==> config.mk <==
export PLATFORM = sky130hd
export DESIGN_NAME = if_fetch_unit
export DESIGN_NICKNAME = d
export VERILOG_FILES = /design/src/rtl/cpu_defs.sv /design/src/rtl/if_npc_sel.sv /design/src/rtl/if_fetch_unit.sv
export SDC_FILE = /design/constraint.sdc
export NUM_CORES = 1
export LEC_CHECK = 0
export ABC_CLOCK_PERIOD_IN_PS = 9330
export CORE_UTILIZATION = 50
export DETAILED_ROUTE_END_ITERATION = 10
export PLACE_DENSITY = 0.83
export SKIP_CTS_REPAIR_TIMING = 1
export SYNTH_ARGS = -nofsm -noshare
export SYNTH_HDL_FRONTEND = slang
export SYNTH_SLANG_ARGS = --single-unit
==> constraint.sdc <==
create_clock -name clk -period 9.33 [get_ports clk]
set_clock_uncertainty 0.05 [all_clocks]
set_input_delay 1.3995 -clock clk [delete_from_list [all_inputs] [get_ports clk]]
set_output_delay 1.3995 -clock clk [all_outputs]
set_load 0.01 [all_outputs]
==> src/rtl/cpu_defs.sv <==
// Shared constants for the P7 pipeline front end: address map, exception codes
// and the fetch FSM state encoding.
package cpu_defs;

    localparam logic [31:0] RESET_PC = 32'h0000_3000;
    localparam logic [31:0] INT_VEC  = 32'h0000_4180;
    localparam logic [31:0] IM_LO    = 32'h0000_3000;
    localparam logic [31:0] IM_HI    = 32'h0000_6FFC;
    localparam logic [4:0]  EXC_ADEL = 5'd4;

    typedef enum logic [1:0] {
        S_REQ  = 2'd0,
        S_HAVE = 2'd1,
        S_DROP = 2'd2
    } fetch_state_t;

    // Word aligned and inside the instruction memory window.
    function automatic logic im_legal(input logic [31:0] a);
        return (a[1:0] == 2'b00) && (a >= IM_LO) && (a <= IM_HI);
    endfunction

endpackage

==> src/rtl/if_npc_sel.sv <==
// Next-PC priority mux (interrupt > eret > branch > pc+4) and the
// instruction-address legality checks for both the current and next PC.
module if_npc_sel
    import cpu_defs::*;
(
    input  logic [31:0] pc,
    input  logic        stall,
    input  logic        int_req,
    input  logic        eret,
    input  logic [31:0] epc,
    input  logic        br_taken,
    input  logic [31:0] br_target,
    output logic [31:0] npc,
    output logic        redirect,
    output logic        pc_legal,
    output logic        npc_legal
);

    always_comb begin
        npc = pc + 32'd4;
        if (int_req)
            npc = INT_VEC;
        else if (eret && !stall)
            npc = epc;
        else if (br_taken && !stall)
            npc = br_target;
    end

    // A stalled ID stage cannot act on eret/branch, but interrupts always win.
    assign redirect  = int_req | ((eret | br_taken) & ~stall);
    assign pc_legal  = im_legal(pc);
    assign npc_legal = im_legal(npc);

endmodule

==> src/rtl/if_fetch_unit.sv <==
// IF stage: owns the PC, runs the instruction-memory req/ack handshake and
// buffers one fetched instruction for the IF/ID register.
module if_fetch_unit
    import cpu_defs::*;
(
    input  logic        clk,
    input  logic        reset,
    input  logic        stall,
    input  logic        int_req,
    input  logic        eret,
    input  logic [31:0] epc,
    input  logic        br_taken,
    input  logic [31:0] br_target,
    output logic        im_req,
    output logic [31:0] im_addr,
    input  logic        im_ack,
    input  logic [31:0] im_rdata,
    output logic        valid_if,
    output logic [31:0] instr_if,
    output logic [31:0] pc_if,
    output logic [31:0] pc4_if,
    output logic        adel_if,
    output logic [1:0]  dbg_state
);

    // Memory handshake: im_req/im_addr stay constant from the first cycle of a
    // request until the cycle im_ack=1; that cycle transfers im_rdata and ends it.

    fetch_state_t state;
    logic [31:0]  pc;
    logic [31:0]  drop_addr;
    logic [31:0]  npc;
    logic         redirect;
    logic         pc_legal;
    logic         npc_legal;
    logic         advance;

    if_npc_sel u_npc_sel (
        .pc        (pc),
        .stall     (stall),
        .int_req   (int_req),
        .eret      (eret),
        .epc       (epc),
        .br_taken  (br_taken),
        .br_target (br_target),
        .npc       (npc),
        .redirect  (redirect),
        .pc_legal  (pc_legal),
        .npc_legal (npc_legal)
    );

    assign advance   = ~stall | redirect;
    assign pc4_if    = pc_if + 32'd4;
    assign dbg_state = state;

    always_comb begin
        im_req  = 1'b0;
        im_addr = pc;
        case (state)
            S_REQ:  im_req = pc_legal;
            S_HAVE: begin
                im_req  = advance & npc_legal;
                im_addr = npc;
            end
            S_DROP: begin
                im_req  = 1'b1;
                im_addr = drop_addr;
            end
            default: im_req = 1'b0;
        endcase
        if (!reset)
            im_req = 1'b0;
    end

    always_ff @(posedge clk) begin
        if (!reset) begin
            state     <= S_REQ;
            pc        <= RESET_PC;
            drop_addr <= RESET_PC;
            valid_if  <= 1'b0;
            instr_if  <= 32'd0;
            pc_if     <= RESET_PC;
            adel_if   <= 1'b0;
        end else begin
            case (state)
                S_REQ: begin
                    if (redirect) begin
                        pc <= npc;
                        // An unanswered request must still be drained.
                        if (pc_legal && !im_ack) begin
                            drop_addr <= pc;
                            state     <= S_DROP;
                        end
                    end else if (!pc_legal) begin
                        valid_if <= 1'b1;
                        adel_if  <= 1'b1;
                        instr_if <= 32'd0;
                        pc_if    <= pc;
                        state    <= S_HAVE;
                    end else if (im_ack) begin
                        valid_if <= 1'b1;
                        adel_if  <= 1'b0;
                        instr_if <= im_rdata;
                        pc_if    <= pc;
                        state    <= S_HAVE;
                    end
                end
                S_HAVE: begin
                    if (advance) begin
                        pc    <= npc;
                        pc_if <= npc;
                        if (!npc_legal) begin
                            valid_if <= 1'b1;
                            adel_if  <= 1'b1;
                            instr_if <= 32'd0;
                        end else if (im_ack) begin
                            valid_if <= 1'b1;
                            adel_if  <= 1'b0;
                            instr_if <= im_rdata;
                        end else begin
                            valid_if <= 1'b0;
                            adel_if  <= 1'b0;
                            state    <= S_REQ;
                        end
                    end
                end
                S_DROP: begin
                    if (redirect)
                        pc <= npc;
                    if (im_ack)
                        state <= S_REQ;
                end
                default: state <= S_REQ;
            endcase
        end
    end

endmodule
==> summary.txt, run 1 <==
top cell type's share of synthesized area: 0.342
RSZ-0062 raised after global routing: no
Post-synth EDFFs: 0
PwrDens: 263 nW/µm²
Max-Cap Viols: 0
post-layout util: 0.697
Synth async-reset ratio: 0
placed standard-cell area: 9970 µm²
H-Tree Depth: 4
drt pass-1 iters: 8
fin nets: 1289
met3 Use GR: 0.0510
largest area contributor in the netlist: dfxtp_1
Fin Setup TNS: 0 ns
cells after synthesis: 1010
Max Root-Sink Buffers: 2
setup slack after layout: 2.24 ns
Inserted Diodes: 0
fin area: 10600 µm²
number of antenna violations at the first check in global routing: 0
remaining antenna violation count: 0
RD Place Congestion: 0.927
Synth Area in Compound Gates: 0.266
power consumption: 2.77 mW
Synth warnings: 0
DP Worst Slack: 2.30 ns
Seq/Total Area, Yosys: 0.342
Die Y-Extent: 126 µm
required time of the critical path: 7.88 ns
Total Routing Usage GR: 0.348
CP startpoint kind: primary input
via count: 8504
die area: 15900 µm²
I/O Buffers: 235
Fin. Hold Viols: 0
CTS root buffer: clkbuf_16
Placed Cells: 1348
Final setup viols: 0
Syn Nets: 1120
Area Growth Syn to Fin: 36.6%
Setup crit end kind: primary output
number of library cell types mapped by synthesis: 76
FP Rows: 45
GRT met2 Usage: 0.595
crit path max fanout: 38
fin crit share: 0.760
Top Ports: 236
wire length per cell: 20.0 µm
Post-Syn Area: 7720 µm²
largest family of logic cells by synthesized area: compound AO/OA/AOI/OAI gates
Worst VDD drop: 0.235 mV
Hold Path Class: register to register
Final min period: 7.09 ns
slew of the pin with the lowest slew margin: 1.23 ns
Die Wd: 126 µm
fmax: 0.141 GHz
Residual DRC: 0
mux contribution to synthesized area: 0.0220
clock-pin slew on the worst setup and hold paths: 0.06 ns
Num CTS Buffers: 17
first-pass GRT wire length: 43.5 mm
status: complete, no violations
Core Box Area: 15100 µm²
largest net degree at the start of global routing: 65
Slew Viols, Final: 0
Post-Synth Adder-Cell Area: 0.0113
CTS tree: done
GR Overflow Total: 0
number of global-route vias before repair: 8081
Final Instance Count excl. Fillers: 1380
busiest grt layer: met2
Arrival @ worst endpoint: 5.64 ns
Vias/cell: 6.16
Synth Flop Type: dfxtp_1
later-pin clock latency in the skew report: 0.42 ns
critical path class: primary input to primary output
Starting Density: 0.510
Clock Sinks: 132
syn avg cell area: 7.65 µm²
XOR/XNOR Fraction of Synth Area: 0.0488
Global Route met1 Usage: 0.435
DP Wirelength: 19.4 mm
share of layout cells above drive strength 1: 0.0646
slew margin rel.: 0.180
Lkg Pwr: 3.90 nW
Area contributors post-synth: dfxtp_1 34%, a21oi_1 8.6%, nor2_1 6.9%
Detailed Route Iter0 Violations: 936
Simple-Gate Fraction of Synth Area: 0.244
final hold slack: 0.430 ns
Total Wirelength: 27.6 mm
Synth Register Bits: 132
critical path, cell delays in order:
cell and delay (ns):
clkdlybuf4s50_1 0.45, buf_4 0.39, clkinv_1 0.63, o211a_1 0.31, nor2b_1 0.13, a211oi_1 0.56, o41a_1 0.29, nand4b_2 0.18
nor3_1 0.30, a221oi_1 0.14, nor3_1 0.18, clkdlybuf4s50_1 0.62
layout by cell type, fill, tap and decap left out, types with 3 or more instances in the layout:
cell / n
o21ai_0: 24
nor4_1: 14
a21oi_1: 132
o22a_1: 5
dfxtp_1: 132
and4_1: 3
a22o_2: 12
o21a_1: 5
inv_1: 15
clkinv_4: 3
a211oi_1: 25
a22oi_1: 19
nor3_1: 30
a31oi_1: 5
or4_1: 4
a21o_1: 3
mux2i_1: 17
nor2b_1: 8
nor2_1: 141
nand2b_1: 8
clkdlybuf4s50_1: 235
or2_2: 5
nand2_1: 86
clkinv_2: 3
xnor2_1: 28
and3_1: 29
o211ai_1: 6
nand3_1: 25
clkbuf_16: 17
xor2_1: 15
nand4_1: 15
o211a_1: 5
ha_1: 6
o22ai_1: 7
and2_1: 5
a22o_1: 22
a221oi_1: 5
nand4b_1: 3
buf_4: 12
layout make-up:
type / instances / area, µm²
clock buffers: 21 / 460
clock inverters: 11 / 126
fillers: 1237 / 4590
inverters: 17 / 63.8
multi-input cells: 764 / 4580
flip-flops and latches: 132 / 2640
well taps: 188 / 235
repair buffers: 247 / 2440
cell families (layout without fill, tap and decap cells):
| logic type | count (synthesis) | after routing |
|---|---|---|
| compound gates | 307 | 307 |
| xor+xnor | 43 | 43 |
| buf+inv | 114 | 296 |
| simple gates | 390 | 390 |
| mux | 17 | 17 |
| flops | 132 | 132 |
| fa+ha+maj | 7 | 7 |
sequential cells by signal, indices dropped and copies added (netlist names):
| register | flops |
|---|---|
| drop_addr | 32 |
| instr_if | 32 |
| pc | 32 |
| pc_if | 32 |
| dbg_state | 2 |
| adel_if | 1 |
| valid_if | 1 |
power breakdown:
| group | internal, mW | switching, mW |
|---|---|---|
| logic | 0.642 | 0.687 |
| registers | 0.649 | 0.125 |
| clock network | 0.409 | 0.259 |
path summary, 6_finish.rpt:
check	startpoint	endpoint	slack [ns]	cells past startpoint
worst max register to register	pc[3]	instr_if[27]	4.82	10
worst min register to register	drop_addr[13]	drop_addr[13]	0.43	2
worst max-delay path	int_req	im_req	2.24	12
worst min-delay path	drop_addr[13]	drop_addr[13]	0.43	2
synthesized netlist by cell type, drive strengths merged, types with 6 or more instances:
master	number
inv	16
o22ai	7
a211oi	25
o21ai	26
buf	33
ha	7
clkbuf	64
xor2	15
and3	29
a22o	34
nor3	30
nand4	16
o211ai	6
nor4	15
nor2b	8
nor2	141
mux2i	17
nand3	26
or2	6
dfxtp	132
a22oi	19
nand2b	8
xnor2	28
a21oi	133
nand2	86
per-layer routing:
layer / share of wire / routed length [µm]
met1: 0.41 / 11200
met2: 0.49 / 13600
met3: 0.066 / 1820
met4: 0.035 / 959
met5: 0 / 0
Note: power is estimated with default switching activity, not from simulation.
==> run 2, diff against run 1 <==
--- a/config.mk
+++ b/config.mk
@@ -5,10 +5,10 @@
 export SDC_FILE = /design/constraint.sdc
 export NUM_CORES = 1
 export LEC_CHECK = 0
-export ABC_CLOCK_PERIOD_IN_PS = 9330
-export CORE_UTILIZATION = 50
+export ABC_CLOCK_PERIOD_IN_PS = 7100
+export CORE_UTILIZATION = 48
 export DETAILED_ROUTE_END_ITERATION = 10
-export PLACE_DENSITY = 0.83
+export PLACE_DENSITY = 0.8
 export SKIP_CTS_REPAIR_TIMING = 1
 export SYNTH_ARGS = -nofsm -noshare
 export SYNTH_HDL_FRONTEND = slang
==> constraint.sdc (replaced) <==
create_clock -name clk -period 7.1 [get_ports clk]
set_clock_uncertainty 0.05 [all_clocks]
set_input_delay 1.065 -clock clk [delete_from_list [all_inputs] [get_ports clk]]
set_output_delay 1.065 -clock clk [all_outputs]
set_load 0.01 [all_outputs]
==> summary.txt, run 2 (same netlist as run 1, synthesis figures left out) <==
internal power: 2.23 mW (+31%)
status: complete, no violations
area taken by multi-input logic gates: 4580 µm² (unchanged)
CTS root buffer: clkbuf_16
crit path max fanout: 17 (-55%)
max incr delay on CP: 0.83 ns (+0.20 ns)
Inserted Diodes: 0 (unchanged)
Max-Cap Viols: 0 (unchanged)
RSZ-0062 raised after global routing: no
Final Instance Count excl. Fillers: 1410 (+2.2%)
slew margin rel.: 0.269 (+0.0896)
Fin Setup TNS: 0 ns (unchanged)
CP startpoint kind: primary input
clock-pin slew on the worst setup and hold paths: 0.05 ns (about the same)
I/O Buffers: 235 (unchanged)
Storage cell area: 2640 µm² (unchanged)
Detailed Route Iter0 Violations: 785 (-16%)
crit-path cells: clkdlybuf4s50_1 > o21bai_1 > buf_4 > nand2_1 > nor2_1 > a311oi_1 > o2111a_1 > nand4b_2 > nor3_1 > a221oi_1 > nor3_1 > clkdlybuf4s50_1
Setup crit end kind: primary output
first-pass GRT wire length: 42.5 mm (-2.3%)
via count: 8420 (-0.99%)
number of global-route vias before repair: 7760 (-4.0%)
Slowest-stage cell, CP: clkdlybuf4s50_1
fillcell total: 1357 (+9.7%)
CP bufs+invs: 3 (-1)
die area: 16600 µm² (+4.1%)
Final setup viols: 0 (unchanged)
Fin. Hold Viols: 0 (unchanged)
wire length per cell: 19.7 µm (-1.6%)
PwrDens: 342 nW/µm² (+30%)
sequential share of power: 0.281 (about the same)
required time of the critical path: 5.98 ns (-1.90 ns)
P_sw: 1.39 mW (+30%)
Starting Density: 0.490 (-0.0202)
Arrival @ worst endpoint: 4.94 ns (-0.70 ns)
switching share of power: 0.384 (-0.00273)
Comb power frac: 0.482 (+0.003)
Die Wd: 129 µm (+2.0%)
share of layout cells above drive strength 1: 0.0653 (+0.000729)
FP Rows: 46 (+2.2%)
Slew Viols, Final: 0 (unchanged)
largest net degree at the start of global routing: 65 (unchanged)
Placed Cells: 1379 (+2.3%)
Max Root-Sink Buffers: 2 (unchanged)
GR Overflow Total: 0 (unchanged)
Num CTS Buffers: 17 (unchanged)
Core Box Area: 15800 µm² (+4.1%)
fin crit share: 0.852
Hold Path Class: register to register
critical path class: primary input to primary output
slew of the pin with the lowest slew margin: 1.09 ns (-0.137 ns)
Total Routing Usage GR: 0.334 (-0.0140)
Area Growth Syn to Fin: 37.2%
Total Wirelength: 27.8 mm (+0.54%)
commonest non-fill, non-tap cell in the layout: clkdlybuf4s50_1
Top Ports: 236 (unchanged)
CP delay by family, top: buffers and inverters
later-pin clock latency in the skew report: 0.43 ns (about the same)
most frequent cells in the layout: 235 x clkdlybuf4s50_1, 141 x nor2_1, 132 x a21oi_1, 132 x dfxtp_1, 86 x nand2_1
DP Wirelength: 20.0 mm (+3.2%)
H-Tree Depth: 4 (unchanged)
Die Y-Extent: 129 µm (+2.0%)
RD Place Congestion: 0.946 (+2.1%)
number of antenna violations at the first check in global routing: 0 (unchanged)
Clock Sinks: 132 (unchanged)
fmax: 0.165 GHz
Residual DRC: 0 (unchanged)
CTS tree: done
Worst VDD drop: 0.325 mV (+39%)
Final min period: 6.05 ns
Lkg Pwr: 3.91 nW (+0.16%)
drt pass-1 iters: 5 (-3)
clock group share of total power: 0.236 (-0.005)
post-layout util: 0.672 (-0.0250)
remaining antenna violation count: 0 (unchanged)
fin nets: 1292 (+0.23%)
Vias/cell: 5.97 (-3.1%)
-- run 2: routing by layer --
layer | vias up | routed length (µm) | global-route usage
li1 | 3984 | - | -
met1 | 3934 | 11200 | 0.414
met2 | 419 | 13400 | 0.553
met3 | 83 | 2030 | 0.0570
met4 | 0 | 1150 | 0.179
met5 | - | 0 | 0
-- run 2: path summary, 6_finish.rpt --
kind | end | slack, ns | start | cells after the start
max reg2reg | instr_if[25] | 2.81 | pc[7] | 9
max | im_req | 1.05 | br_taken | 12
min | drop_addr[12] | 0.43 | drop_addr[12] | 2
min reg2reg | drop_addr[12] | 0.43 | drop_addr[12] | 2
-- run 2: area by class of cell --
type,instances,area share
inverter,17,0.00602
clock buffer,22,0.0438
timing repair buffer,250,0.233
tap,216,0.0255
clock inverter,9,0.00992
sequential,132,0.249
multi-input combinational,764,0.433
-- run 2: tightest hold or removal path, cell delays in order (launching register included) --
cell and delay (ns):
dfxtp_1 0.32, mux2i_1 0.07, nand2_1 0.06
-- run 2: power by group through the flow --
stage / registers [mW] / logic [mW] / clock network, mW
detailed placement: 1.03 / 1.73 / 0
floorplan: 1.01 / 0.841 / 0
global placement: 1.03 / 1.71 / 0
CTS: 1.01 / 1.74 / 0.861
finish: 1.02 / 1.75 / 0.856
global route: 1.04 / 1.87 / 0.895
-- run 2: stage by stage --
step           setup WS (ns)  power, mW  cell area [µm²]  hold slack (ns)
2_1_floorplan           2.71       1.86             7720            0.396
3_3_place_gp            1.20       2.74            10000            0.405
3_5_place_dp            1.12       2.75            10000            0.415
4_1_cts                 1.09       3.61            10600            0.429
5_1_grt                0.749       3.80            10600            0.439
6_report                1.05       3.62            10600            0.428
